## config.mk

```make
export PLATFORM = sky130hd
export DESIGN_NAME = mem_port_arbiter
export DESIGN_NICKNAME = d
export VERILOG_FILES = /design/src/rtl/mem_pkg.sv /design/src/rtl/byte_lane_seq.sv /design/src/rtl/mem_port_arbiter.sv
export SDC_FILE = /design/constraint.sdc
export NUM_CORES = 1
export LEC_CHECK = 0
export ABC_AREA = 1
export BUFFER_PORTS_ARGS = -buffer_cell sky130_fd_sc_hd__buf_2
export CAP_MARGIN = 20
export CORE_AREA = 2 2 115 117
export CTS_CLUSTER_DIAMETER = 100
export DETAILED_ROUTE_END_ITERATION = 10
export DIE_AREA = 0 0 117 119
export PLACE_DENSITY = 0.78
export SYNTH_ARGS = -nofsm -noshare
export SYNTH_HDL_FRONTEND = slang
export SYNTH_SLANG_ARGS = --single-unit
```

## constraint.sdc

```tcl
create_clock -name Clk -period 2.15 [get_ports Clk]
set_input_delay 0.43 -clock Clk [delete_from_list [all_inputs] [get_ports Clk]]
set_output_delay 0.43 -clock Clk [all_outputs]
set_load 0.03 [all_outputs]
```

## src/rtl/mem_pkg.sv

```systemverilog
// Shared definitions for the IF/MEM byte-port arbiter.
//   state_t      : arbiter sequencing states IDLE -> XFER -> DONE
//   SZ_*         : DmSize encodings
//   owner_t      : which requester holds the current grant
//   size_to_len  : byte count of an access size (illegal size maps to 4,
//                  it never reaches the byte sequencer because it errors out)
package mem_pkg;

    typedef enum logic [1:0] {
        IDLE = 2'd0,
        XFER = 2'd1,
        DONE = 2'd2
    } state_t;

    localparam logic [1:0] SZ_BYTE    = 2'b00;
    localparam logic [1:0] SZ_HALF    = 2'b01;
    localparam logic [1:0] SZ_WORD    = 2'b10;
    localparam logic [1:0] SZ_ILLEGAL = 2'b11;

    typedef enum logic {
        OWN_IF = 1'b0,
        OWN_DM = 1'b1
    } owner_t;

    function automatic logic [2:0] size_to_len(input logic [1:0] size);
        case (size)
            SZ_BYTE: return 3'd1;
            SZ_HALF: return 3'd2;
            default: return 3'd4;
        endcase
    endfunction

endpackage

```

## src/rtl/byte_lane_seq.sv

```systemverilog
// Byte-lane sequencer: walks one granted access through consecutive
// single-byte RAM cycles, big-endian (byte at the base address is the MSB).
//   clk, srst    : clock, synchronous active-high reset
//   load         : grant strobe; latches base/len/wdata, clears counter and capture
//   step         : one byte cycle is in progress this clock
//   base, len    : start byte address and byte count (1/2/4)
//   wdata        : right-justified store data
//   ram_rdata    : byte returned by the RAM for ram_addr
//   ram_addr     : base + k
//   ram_wdata    : store byte for cycle k
//   last         : current cycle is the final byte (k == len-1)
//   capture_next : capture register with this cycle's read byte shifted in
module byte_lane_seq #(
    parameter int ADDR_W = 8
) (
    input  logic              clk,
    input  logic              srst,
    input  logic              load,
    input  logic              step,
    input  logic [ADDR_W-1:0] base,
    input  logic [2:0]        len,
    input  logic [31:0]       wdata,
    input  logic [7:0]        ram_rdata,
    output logic [ADDR_W-1:0] ram_addr,
    output logic [7:0]        ram_wdata,
    output logic              last,
    output logic [31:0]       capture_next
);

    logic [1:0]        k_reg;
    logic [ADDR_W-1:0] base_reg;
    logic [2:0]        len_reg;
    logic [31:0]       wdata_reg;
    // Only three earlier bytes ever need to be held; the fourth arrives live.
    logic [23:0]       capture_reg;

    logic [7:0]        wbytes [4];
    logic [1:0]        sel;

    always_ff @(posedge clk) begin
        if (srst) begin
            k_reg       <= '0;
            base_reg    <= '0;
            len_reg     <= '0;
            wdata_reg   <= '0;
            capture_reg <= '0;
        end else if (load) begin
            k_reg       <= '0;
            base_reg    <= base;
            len_reg     <= len;
            wdata_reg   <= wdata;
            capture_reg <= '0;
        end else if (step) begin
            k_reg       <= k_reg + 2'd1;
            capture_reg <= capture_next[23:0];
        end
    end

    for (genvar gi = 0; gi < 4; gi++) begin : g_wbyte
        assign wbytes[gi] = wdata_reg[8*gi +: 8];
    end

    // Byte (len-1-k) counted from the LSB; modulo-4 arithmetic also covers len=4.
    assign sel          = len_reg[1:0] - 2'd1 - k_reg;
    assign ram_wdata    = wbytes[sel];
    assign ram_addr     = base_reg + ADDR_W'(k_reg);
    assign last         = ({1'b0, k_reg} == (len_reg - 3'd1));
    assign capture_next = {capture_reg, ram_rdata};

endmodule

```

## src/rtl/mem_port_arbiter.sv

```systemverilog
// Arbiter sharing one byte-wide RAM port between instruction fetch (word
// reads) and the MEM stage (byte/half/word loads and stores).
//   Clk, Reset                 : clock, synchronous active-high reset
//   IfReq/IfAddr               : fetch request (level, held until IfAck)
//   IfData/IfAck/IfErr         : fetched word, completion pulse, error flag
//   DmReq/DmRW/DmSize/DmAddr/DmWData : data request and store data
//   DmRData/DmAck/DmErr        : load data, completion pulse, error flag
//   RamEn/RamRW/RamAddr/RamWData/RamRData : byte RAM port
//   Busy                       : an access is being sequenced
// DM normally wins; IF is forced through after STARVE_LIMIT consecutive DM
// grants made while it was waiting.
module mem_port_arbiter
    import mem_pkg::*;
#(
    parameter int ADDR_W       = 8,
    parameter int STARVE_LIMIT = 2
) (
    input  logic              Clk,
    input  logic              Reset,
    input  logic              IfReq,
    input  logic [31:0]       IfAddr,
    output logic [31:0]       IfData,
    output logic              IfAck,
    output logic              IfErr,
    input  logic              DmReq,
    input  logic              DmRW,
    input  logic [1:0]        DmSize,
    input  logic [31:0]       DmAddr,
    input  logic [31:0]       DmWData,
    output logic [31:0]       DmRData,
    output logic              DmAck,
    output logic              DmErr,
    output logic              RamEn,
    output logic              RamRW,
    output logic [ADDR_W-1:0] RamAddr,
    output logic [7:0]        RamWData,
    input  logic [7:0]        RamRData,
    output logic              Busy
);

    localparam logic [7:0] STARVE_MAX = 8'(STARVE_LIMIT);

    state_t      state_reg;
    owner_t      owner_reg;
    logic        rw_reg;
    logic [7:0]  starve_reg;
    logic        if_ack_reg, if_err_reg, dm_ack_reg, dm_err_reg;
    logic [31:0] if_data_reg, dm_data_reg;

    logic        grant_if, grant_dm, grant_any;
    logic        if_err_chk, dm_err_chk, g_err, g_rw;
    logic [1:0]  g_size;
    logic [ADDR_W-1:0] g_base;
    logic [31:0] g_wdata;

    logic [ADDR_W-1:0] lane_addr;
    logic [7:0]  lane_wbyte;
    logic        lane_last;
    logic [31:0] lane_capture;
    logic        ram_active;

    function automatic logic out_of_range(input logic [31:0] addr);
        return (addr >> ADDR_W) != 32'd0;
    endfunction

    always_comb begin
        grant_if   = IfReq && (!DmReq || (starve_reg == STARVE_MAX));
        grant_dm   = DmReq && !grant_if;
        grant_any  = grant_if || grant_dm;
        if_err_chk = (IfAddr[1:0] != 2'b00) || out_of_range(IfAddr);
        dm_err_chk = (DmSize == SZ_ILLEGAL)
                  || ((DmSize == SZ_HALF) && DmAddr[0])
                  || ((DmSize == SZ_WORD) && (DmAddr[1:0] != 2'b00))
                  || out_of_range(DmAddr);
        g_err      = grant_if ? if_err_chk : dm_err_chk;
        g_rw       = grant_if ? 1'b0 : DmRW;
        g_size     = grant_if ? SZ_WORD : DmSize;
        g_base     = grant_if ? IfAddr[ADDR_W-1:0] : DmAddr[ADDR_W-1:0];
        g_wdata    = grant_if ? 32'd0 : DmWData;
    end

    byte_lane_seq #(
        .ADDR_W (ADDR_W)
    ) u_lane (
        .clk          (Clk),
        .srst         (Reset),
        .load         ((state_reg == IDLE) && grant_any),
        .step         (state_reg == XFER),
        .base         (g_base),
        .len          (size_to_len(g_size)),
        .wdata        (g_wdata),
        .ram_rdata    (RamRData),
        .ram_addr     (lane_addr),
        .ram_wdata    (lane_wbyte),
        .last         (lane_last),
        .capture_next (lane_capture)
    );

    always_ff @(posedge Clk) begin
        if (Reset) begin
            state_reg   <= IDLE;
            owner_reg   <= OWN_IF;
            rw_reg      <= 1'b0;
            if_ack_reg  <= 1'b0;
            if_err_reg  <= 1'b0;
            dm_ack_reg  <= 1'b0;
            dm_err_reg  <= 1'b0;
            if_data_reg <= '0;
            dm_data_reg <= '0;
        end else begin
            if_ack_reg <= 1'b0;
            if_err_reg <= 1'b0;
            dm_ack_reg <= 1'b0;
            dm_err_reg <= 1'b0;
            case (state_reg)
                IDLE: begin
                    if (grant_any) begin
                        owner_reg <= grant_if ? OWN_IF : OWN_DM;
                        rw_reg    <= g_rw;
                        if (g_err) begin
                            // Rejected request: no RAM cycles, complete at once.
                            state_reg <= DONE;
                            if (grant_if) begin
                                if_ack_reg <= 1'b1;
                                if_err_reg <= 1'b1;
                            end else begin
                                dm_ack_reg <= 1'b1;
                                dm_err_reg <= 1'b1;
                            end
                        end else begin
                            state_reg <= XFER;
                        end
                    end
                end
                XFER: begin
                    if (lane_last) begin
                        state_reg <= DONE;
                        if (owner_reg == OWN_IF) begin
                            if_ack_reg <= 1'b1;
                            if (!rw_reg) if_data_reg <= lane_capture;
                        end else begin
                            dm_ack_reg <= 1'b1;
                            if (!rw_reg) dm_data_reg <= lane_capture;
                        end
                    end
                end
                DONE:    state_reg <= IDLE;
                default: state_reg <= IDLE;
            endcase
        end
    end

    // Counts DM grants that IF sat through; any idle IfReq resets the debt.
    always_ff @(posedge Clk) begin
        if (Reset || !IfReq) begin
            starve_reg <= '0;
        end else if (state_reg == IDLE) begin
            if (grant_if)
                starve_reg <= '0;
            else if (grant_dm)
                starve_reg <= starve_reg + 8'd1;
        end
    end

    // RAM strobes are gated by Reset so an abort stops the byte in flight.
    assign ram_active = (state_reg == XFER) && !Reset;
    assign RamEn      = ram_active;
    assign RamRW      = ram_active && rw_reg;
    assign RamAddr    = ram_active ? lane_addr : '0;
    assign RamWData   = (ram_active && rw_reg) ? lane_wbyte : 8'h00;

    assign IfData  = if_data_reg;
    assign IfAck   = if_ack_reg;
    assign IfErr   = if_err_reg;
    assign DmRData = dm_data_reg;
    assign DmAck   = dm_ack_reg;
    assign DmErr   = dm_err_reg;
    assign Busy    = (state_reg != IDLE);

endmodule

```

Word-level counts from Yosys, hierarchy flattened

Index checks and enable logic that the tools add are counted.
Widths: inputs -> output; s select.

Bitwise gates (word level): 4
Reductions and logical operators: 33
Muxes and demuxes: 29
$add $sub $neg: 6
Equality and inequality tests: 9
Magnitude comparators: 1

Operators with widths:

| kind                | count |
|---|---|
| $reduce_bool 32->1  | 2 |
| $mux 8              | 7 |
| $mux 32             | 1 |
| $bmux 8 s2          | 1 |
| $mux 1              | 12 |
| $add 8x1->8 const B | 1 |
| $add 8x2->8         | 1 |
| $eq 8x2->1 const B  | 1 |
| $mux 2              | 4 |
| $reduce_and 4->1    | 2 |
| $reduce_bool 2->1   | 4 |
| $logic_and 1x1->1   | 7 |
| $logic_or 1x1->1    | 7 |
| $eq 2x1->1 const B  | 3 |
| $pmux 3 s2          | 1 |
| $reduce_and 2->1    | 3 |
| $eq 2x2->1 const B  | 2 |
| $logic_not 1->1     | 4 |
| $logic_not 2->1     | 2 |
| $ne 2x2->1 const B  | 2 |
| $pmux 1 s2          | 2 |
| $pmux 2 s2          | 1 |
| $reduce_or 2->1     | 2 |
| $eq 2x3->1          | 1 |
| 7 further kinds     | 9 |

Bits in registers: 149
Bits of input ports: 111
Word-level logic and storage cells: 97
Output and inout port bits: 87

Depth between registers and ports, before layout

Gate-level depths: netlist (run 1).

Word-level depth: 9
Gate-level depth with buffers: 10
Depth with buffers taken out: 10

Cells and area by module

A second synthesis (run 1) with hierarchy kept.

Cells, all modules: 991
Area, all modules: 6811.5 sq um

By module, submodules not included:

| module           | sequential area each (sq um) | cells each | instances | area an instance (sq um) |
|---|---|---|---|---|
| mem_port_arbiter | 1601.5                       | 577        | 1         | 3799.9 |
| byte_lane_seq    | 1381.3                       | 414        | 1         | 3011.6 |

Worst setup path after synthesis (run 1)

OpenSTA, ideal clock, no wires.

Path kind: register -> output
Start point: register u_lane.k_reg[0]
End point: output port RamWData[1]
Required time: 1.720 ns
Setup slack: -0.413 ns
Stages on the path, launching flop included: 9
Arrival time: 2.133 ns
Buffers on the path: 2
Cell sequence: dfxtp_1 inv_1 ha_1 clkbuf_1 clkbuf_1 nand2_1 o21ai_0 nor2_1 a211oi_1

Word-level cells in the longest chain between the ends: 6

RTL lines:

| element                                   | line                    | source |
|---|---|---|
| from (decl)                               | byte_lane_seq.sv:30     | `logic [1:0] k_reg;` |
| from (signal assigned)                    | byte_lane_seq.sv:54     | `k_reg <= k_reg + 2'd1;` |
| $sub 2x2->2                               | byte_lane_seq.sv:64     | `assign sel = len_reg[1:0] - 2'd1 - k_reg;` |
| $not 2->3 (implied by the code)           | byte_lane_seq.sv:65     | `assign ram_wdata = wbytes[sel];` |
| $bmux 8 s2                                | byte_lane_seq.sv:65     |  |
| $mux 8 (implied by the code) (2 in a row) | byte_lane_seq.sv:65     |  |
| $mux 8                                    | mem_port_arbiter.sv:170 | `assign RamWData = (ram_active && rw_reg) ? lane_wbyte : 8'h00;` |
| to (decl)                                 | mem_port_arbiter.sv:36  | `output logic [7:0] RamWData,` |

No other way between the ends. The select of a mux whose other input is x is not followed.

Worst setup path after layout (run 1)

Start point: register u_lane.k_reg[0]
End point: output port RamWData[0]

The elaborated chain is that of the path after synthesis.

==> metrics.cfg, run 1 <==
[power]
p_sw_mw=1.67
seqPwrFrac_pct=41.0
total_leakage_power_nw=3.66
netSwitchingFraction_pct=23.5
p_comb_share_pct=10.0
cellInternalPower_mw=5.42
p_clk_share_pct=49.0
ir_drop_mv=0.616
power_per_cell_area_mw_per_mm2=819

[yosys]
synth_area_per_cell_um2=7.20
async_flop_share_pct=0
synth_area_leaders=dfxtp_1, nand2_1, a21oi_1, nand4_1, nor2_1
netlist_instances=879
syn_nets=997
synth_seq_cells=149
ys.flop_type=dfxtp_1
synth.cell_area_mm2=0.00633
synth_top_area_share_pct=47.1
synth_warnings=0
ys_seq_area_share_pct=47.1
synth_edf_count=0
ys_types=29
yosysTopAreaCell=dfxtp_1

[critical_path]
cp.depth=8
critPathSlowestCell=dfxtp_4
end_kind=output port
worstPathArrival_ns=2.03
crit_family=XOR/XNOR gates
cp-start-kind=flop
crit_chain=inv_4 -> ha_4 -> xnor2_4 -> xor2_4 -> buf_6 -> nor2_1 -> a211oi_4 -> buf_6
crit_start=u_lane.k_reg[0]$_SDFFE_PP0N_
critPathMaxFanout=4
r2r-end=DmRData[14]$_SDFFE_PP0P_
required_ns=1.72
crit_path_max_incr_delay_ns=0.37
setup.worst_path.end=RamWData[0]
reg2reg_slack_ns=0.16
timing.rr.start=u_lane.len_reg[0]$_SDFFE_PP0P_
crit_buf_inv=3
cpMostUsedCell=buf_6
ff2ff_path_depth=8
path_class=flop to output port

[job]
cap_violations=0

[route]
wire_per_inst_um=14.5
wirelength_mm=18.3
drt-pass1-iter-count=6
ant_nets=0
drtIter0Drc=621
routed-via-count=6536
drc=0
vias_per_cell=5.17

[sta]
fin_hold_ws_ns=0.195
maxSlewViolCount=0
rsz0062_at_grt=yes
setup_viol=14
clock.fmax_mhz=406
period_needed_ns=2.46
max_slew_margin_pct=52.8
hold_viol=0
period_share_pct=115
setup_ws_ns=-0.314
worstMarginPinSlew_ns=0.707
final.setup_skew_ns=0.00687

[floorplanning]
num_rows=42
die-area_mm2=0.0139
start_util_pct=49.1
io_pins=198
core_area_mm2=0.0129
fp.dieW_um=117
die_h_um=119

[placed_design]
port_buffers=197
gp_congestion=0.840
dp_hpwl_mm=12.1
place_ws_ns=0.0293

[clock_tree]
cts_made_buffers=17
clockRootBuffer=clkbuf_16
h-tree-depth=4
cts.sinks=149
ctsHoldBuffers=0
clock_path_buffers=2
cts_tree=done
clock_latency_ns=0.42
clkSlewWorstSetupHoldPaths_ns=0.06

[global_route]
grt_use_total_pct=27.2
grt_pass1_vias=6420
grt_overflow=0
antenna_found_initial=0
grt_pass1_wl_mm=30.1
grt_max_degree=68

[final_layout]
nets=1194
drive_gt1_share_pct=28.7
diodes=0
syn_to_final_growth_pct=36.8
nFillCells=1113

[outcome]
violations=setup timing
status=finished, violations left

[worst_hold_path]
hold_path.class=input pin to flop

## logic make-up (layout without fill, tap and decap cells)
family	count (synthesis)	count (layout)	share of synthesized area, %
fa+ha+maj	7	7	1.50
flops	149	149	47.1
buf+inv	119	328	7.53
xor+xnor	7	7	0.969
simple gates	443	443	30.2
compound gates	154	154	12.7
## cell usage in the layout (no fill, tap or decap), types with 2 or more instances in the layout
| master | Yosys | final |
|---|---|---|
| bufinv_16 | 0 | 7 |
| inv_2 | 2 | 4 |
| xor2_1 | 5 | 4 |
| nand2_1 | 257 | 256 |
| inv_1 | 62 | 59 |
| o21ai_1 | 3 | 8 |
| buf_4 | 5 | 32 |
| ha_4 | 0 | 3 |
| ha_1 | 6 | 3 |
| a21oi_1 | 105 | 104 |
| nand4_1 | 67 | 67 |
| buf_12 | 0 | 4 |
| nor2_1 | 77 | 68 |
| nor2_2 | 7 | 12 |
| a211oi_4 | 0 | 8 |
| clkinvlp_4 | 0 | 3 |
| nor3_1 | 3 | 2 |
| clkbuf_16 | 0 | 17 |
| or2_2 | 2 | 2 |
| nand3_1 | 26 | 25 |
| nor2_4 | 0 | 4 |
| buf_6 | 0 | 15 |
| dfxtp_2 | 0 | 4 |
| buf_2 | 9 | 182 |
| a31oi_1 | 3 | 3 |
| dfxtp_1 | 149 | 144 |
| o21ai_0 | 33 | 28 |
## cells in the mapped netlist, types with 2 or more instances
library cell / number
a211oi_1: 8
a21oi_1: 105
a31oi_1: 3
buf_1: 7
buf_2: 9
buf_4: 5
clkbuf_1: 34
dfxtp_1: 149
ha_1: 6
inv_1: 62
inv_2: 2
nand2_1: 257
nand3_1: 26
nand4_1: 67
nor2_1: 77
nor2_2: 7
nor3_1: 3
o21ai_0: 33
o21ai_1: 3
or2_2: 2
xnor2_1: 2
xor2_1: 5
## worst min-delay path, stage by stage
cell and delay [ns]:
buf_2 0.07, nand2_1 0.04, nand2_1 0.04
## timing repair
| item | CTS | global route |
|---|---|---|
| buffers inserted | 6 | 3 |
| pin swaps | 7 | 4 |
| setup endpoints to repair | 15 | 79 |
| gates resized for setup | 46 | 18 |
## routing by layer
metal | track usage (%) | wire length (µm)
met4 | 10.8 | 433
met1 | 34.6 | 7760
met5 | 0 | 0
met3 | 7.53 | 1260
met2 | 43.5 | 8830
## through the flow
step           area [µm²]  setup TNS, ns  power (mW)  utilization (%)  instances
6_report             8660          -3.19        7.09             67.2       1264
5_1_grt              8660          -4.03        7.33             67.2       1264
4_1_cts              8590          -2.95        7.09             66.7       1261
3_5_place_dp         7670              0        3.61             59.6       1224
3_3_place_gp         7670              0        3.60             59.6       1224
2_1_floorplan        6460              0        3.35                -        879
## cell type report
type                       count  area (µm²)  area share (%)
sequential                   149        2990            34.6
multi-input combinational    611        3110            35.9
clock buffer                  19         443            5.12
clock inverter                12         250            2.89
tap                          176         220            2.54
inverter                      64         243            2.80
timing repair buffer         233        1400            16.2
## worst min path at each step
stage / from / end / slack, ns / depth (start not counted)
2_1_floorplan: u_lane.wdata_reg[24]$_SDFFE_PP0P_ / u_lane.wdata_reg[24]$_SDFFE_PP0P_ / 0.43 / 2
3_3_place_gp: IfData[18]$_SDFFE_PP0P_ / IfData[18]$_SDFFE_PP0P_ / 0.44 / 2
3_5_place_dp: u_lane.wdata_reg[14]$_SDFFE_PP0P_ / u_lane.wdata_reg[14]$_SDFFE_PP0P_ / 0.44 / 2
4_1_cts: DmWData[26] / u_lane.wdata_reg[26]$_SDFFE_PP0P_ / 0.18 / 3
5_1_grt: DmWData[9] / u_lane.wdata_reg[9]$_SDFFE_PP0P_ / 0.20 / 3
6_report: DmWData[26] / u_lane.wdata_reg[26]$_SDFFE_PP0P_ / 0.20 / 3
## power groups by stage
stage	logic [mW]	clock network, mW	registers, mW
floorplan	0.397	0	2.95
global placement	0.645	0	2.96
detailed placement	0.655	0	2.96
CTS	0.684	3.51	2.90
global route	0.784	3.63	2.91
finish	0.707	3.47	2.90
(Power assumes the default switching activity.)
==> run 2, diff against run 1 <==
==> constraint.sdc (replaced) <==
create_clock -name Clk -period 2.15 [get_ports Clk]
set_input_delay 0.43 -clock Clk [delete_from_list [all_inputs] [get_ports Clk]]
set_output_delay 0.43 -clock Clk [all_outputs]
set_load 0.005 [all_outputs]
==> run 2 against run 1 <==
Net effect: the run still ends with setup timing left; count of clock-buffer cells in the layout increased by 2; cell count decreased by 0.32%; first-iteration DRC count decreased by 3.2%; flip-flop and latch count unchanged; fmax increased by 3.6%; power decreased by 4.8%; sequential power about the same; non-clock buffer count decreased by 5; critical path depth increased by 1; wire length decreased by 3.3%.
==> metrics.cfg, run 2 (synthesis gave the netlist of run 1 again) <==
[global_route]
grt_max_degree=65  ; -4.4%
grt_pass1_vias=6087  ; -5.2%
top_usage_layer=met2
grt_use_total_pct=25.9  ; -1.3 points
use_met1_pct=35.0  ; +0.42 points
grt_use_met3_pct=7.58  ; +0.051 points
grt_pass1_wl_mm=28.7  ; -4.8%
antenna_found_initial=0  ; unchanged
grt_use_met2_pct=39.8  ; -3.8 points
grt_overflow=0  ; unchanged

[critical_path]
ff2ff_path_depth=7  ; -1
path_class=flop to output port
end_kind=output port
worstPathArrival_ns=1.95  ; -0.08 ns
critPathMaxFanout=3  ; -1
required_ns=1.72  ; about the same
timing.rr.start=u_lane.len_reg[1]$_SDFFE_PP0P_
crit_chain=buf_6 -> ha_4 -> fa_2 -> nand2_2 -> nor3_2 -> nand2_1 -> o21ai_1 -> a21oi_1 -> buf_2
setup.worst_path.end=RamAddr[6]
reg2reg_slack_ns=0.23  ; +0.07 ns
critPathSlowestCell=fa_2
crit_path_max_incr_delay_ns=0.40  ; +0.03 ns
cp-start-kind=flop
r2r-end=IfData[16]$_SDFFE_PP0P_
crit_start=u_lane.k_reg[0]$_SDFFE_PP0N_

[route]
drt-pass1-iter-count=6  ; unchanged
wirelength_mm=17.7  ; -3.3%
vias_per_cell=5.16  ; -0.25%
wire_per_inst_um=14.0  ; -3.0%
routed-via-count=6499  ; -0.57%
drc=0  ; unchanged
ant_nets=0  ; unchanged
drtIter0Drc=601  ; -3.2%

[outcome]
status=finished, violations left
violations=setup timing

[floorplanning]
die-area_mm2=0.0139  ; unchanged
start_util_pct=49.1  ; unchanged
core_area_mm2=0.0129  ; unchanged
num_rows=42  ; unchanged
die_h_um=119  ; unchanged
io_pins=198  ; unchanged
fp.dieW_um=117  ; unchanged

[placed_design]
port_buffers=197  ; unchanged
gp_congestion=0.857  ; +2.1%
dp_hpwl_mm=11.6  ; -4.3%

[final_layout]
drive_gt1_share_pct=28.2  ; -0.45 points
nets=1189  ; -0.42%
final_common_cell=nand2_1
syn_to_final_growth_pct=32.9
diodes=0  ; unchanged
final_cell_mix=nand2_1, buf_2, dfxtp_1

[power]
ir_drop_mv=0.576  ; -6.4%
total_leakage_power_nw=3.58  ; -2.0%
power_per_cell_area_mw_per_mm2=802  ; -2.0%

[clock_tree]
clkSlewWorstSetupHoldPaths_ns=0.06  ; about the same
clock_path_buffers=2  ; unchanged
cts.sinks=149  ; unchanged
cts_made_buffers=17  ; unchanged
cts_tree=done
clock_latency_ns=0.42  ; about the same
ctsHoldBuffers=0  ; unchanged
clockRootBuffer=clkbuf_16
h-tree-depth=4  ; unchanged

[worst_hold_path]
hold_path.class=input pin to flop
holdPathStages=3  ; unchanged

[job]
cap_violations=0  ; unchanged

[sta]
fin_hold_ws_ns=0.190  ; -0.00535 ns
period_needed_ns=2.38  ; -0.0849 ns
fin_setup_tns_ns=-2.22  ; +0.963 ns
hold_viol=0  ; unchanged
worstMarginPinSlew_ns=0.669  ; -0.0379 ns
final.setup_skew_ns=0.00796  ; +0.00109 ns
rsz0062_at_grt=yes
setup_ws_ns=-0.229  ; +0.0849 ns
clock.fmax_mhz=420  ; +3.6%
setup_viol=14  ; unchanged
period_share_pct=111  ; -3.9 points
max_slew_margin_pct=55.4  ; +2.5 points
maxSlewViolCount=0  ; unchanged

[run 2: changes by cell type in the layout (fill, tap and decap cells not counted), sizes merged]
cell / delta
clkinv: +1
buf: -5
clkinvlp: +1
clkbuf: +2
bufinv: -3
[run 2: routing by layer]
metal	up-vias	wire [µm]
met1	2971	7730
met4	0	215
met5	-	0
met3	24	1270
met2	231	8450
li1	3273	-
[run 2: report_power, final]
| part | switching (mW) | internal [mW] |
|---|---|---|
| Sequential | 0.0575 | 2.85 |
| Clock | 1.16 | 2.04 |
| Combinational | 0.410 | 0.233 |
[run 2: worst max-delay path, delay by kind of cell (launching register included)]
| family | cells | cell delay (ns) |
|---|---|---|
| adder cells (fa/ha/maj) | 2 | 0.57 |
| flip-flops | 1 | 0.33 |
| buffers and inverters | 2 | 0.25 |
| AND/OR/NAND/NOR | 3 | 0.22 |
| AO/OA/AOI/OAI | 2 | 0.17 |
[run 2: stage by stage]
step / cells / instance area (µm²) / util [%] / worst slack (ns) / total power, mW
after detailed placement: 1218 / 7510 / 58.4 / 0.150 / 3.54
after global routing: 1260 / 8410 / 65.3 / -0.312 / 7.00
after CTS: 1255 / 8260 / 64.2 / -0.316 / 6.74
after floorplan: 879 / 6330 / - / 0.122 / 3.29
final: 1260 / 8410 / 65.3 / -0.229 / 6.74
after global placement: 1218 / 7510 / 58.4 / 0.122 / 3.53
[run 2: what timing repair did]
item / CTS / global route
resized for setup: 15 / 34
endpoints found under the setup margin: 14 / 15
setup buffers: 4 / 5
cloned: 1 / 0
pin swaps: 19 / 12
[run 2: worst min-delay path by stage]
stage / start / end / slack [ns]
floorplan: u_lane.wdata_reg[24]$_SDFFE_PP0P_ / u_lane.wdata_reg[24]$_SDFFE_PP0P_ / 0.43
global placement: u_lane.wdata_reg[24]$_SDFFE_PP0P_ / u_lane.wdata_reg[24]$_SDFFE_PP0P_ / 0.44
detailed placement: u_lane.wdata_reg[11]$_SDFFE_PP0P_ / u_lane.wdata_reg[11]$_SDFFE_PP0P_ / 0.44
CTS: DmWData[26] / u_lane.wdata_reg[26]$_SDFFE_PP0P_ / 0.18
global route: DmWData[10] / u_lane.wdata_reg[10]$_SDFFE_PP0P_ / 0.19
finish: DmWData[26] / u_lane.wdata_reg[26]$_SDFFE_PP0P_ / 0.19
[run 2: final cells by class]
class                           instances  area [µm²]
Timing Repair Buffer                  228        1280
Clock buffer                           21         470
Multi-Input combinational cell        611        3030
Clock inverter                         11         173
Tap cell                              176         220
Sequential cell                       149        2990
Fill cell                            1100        4470
Inverter                               64         240
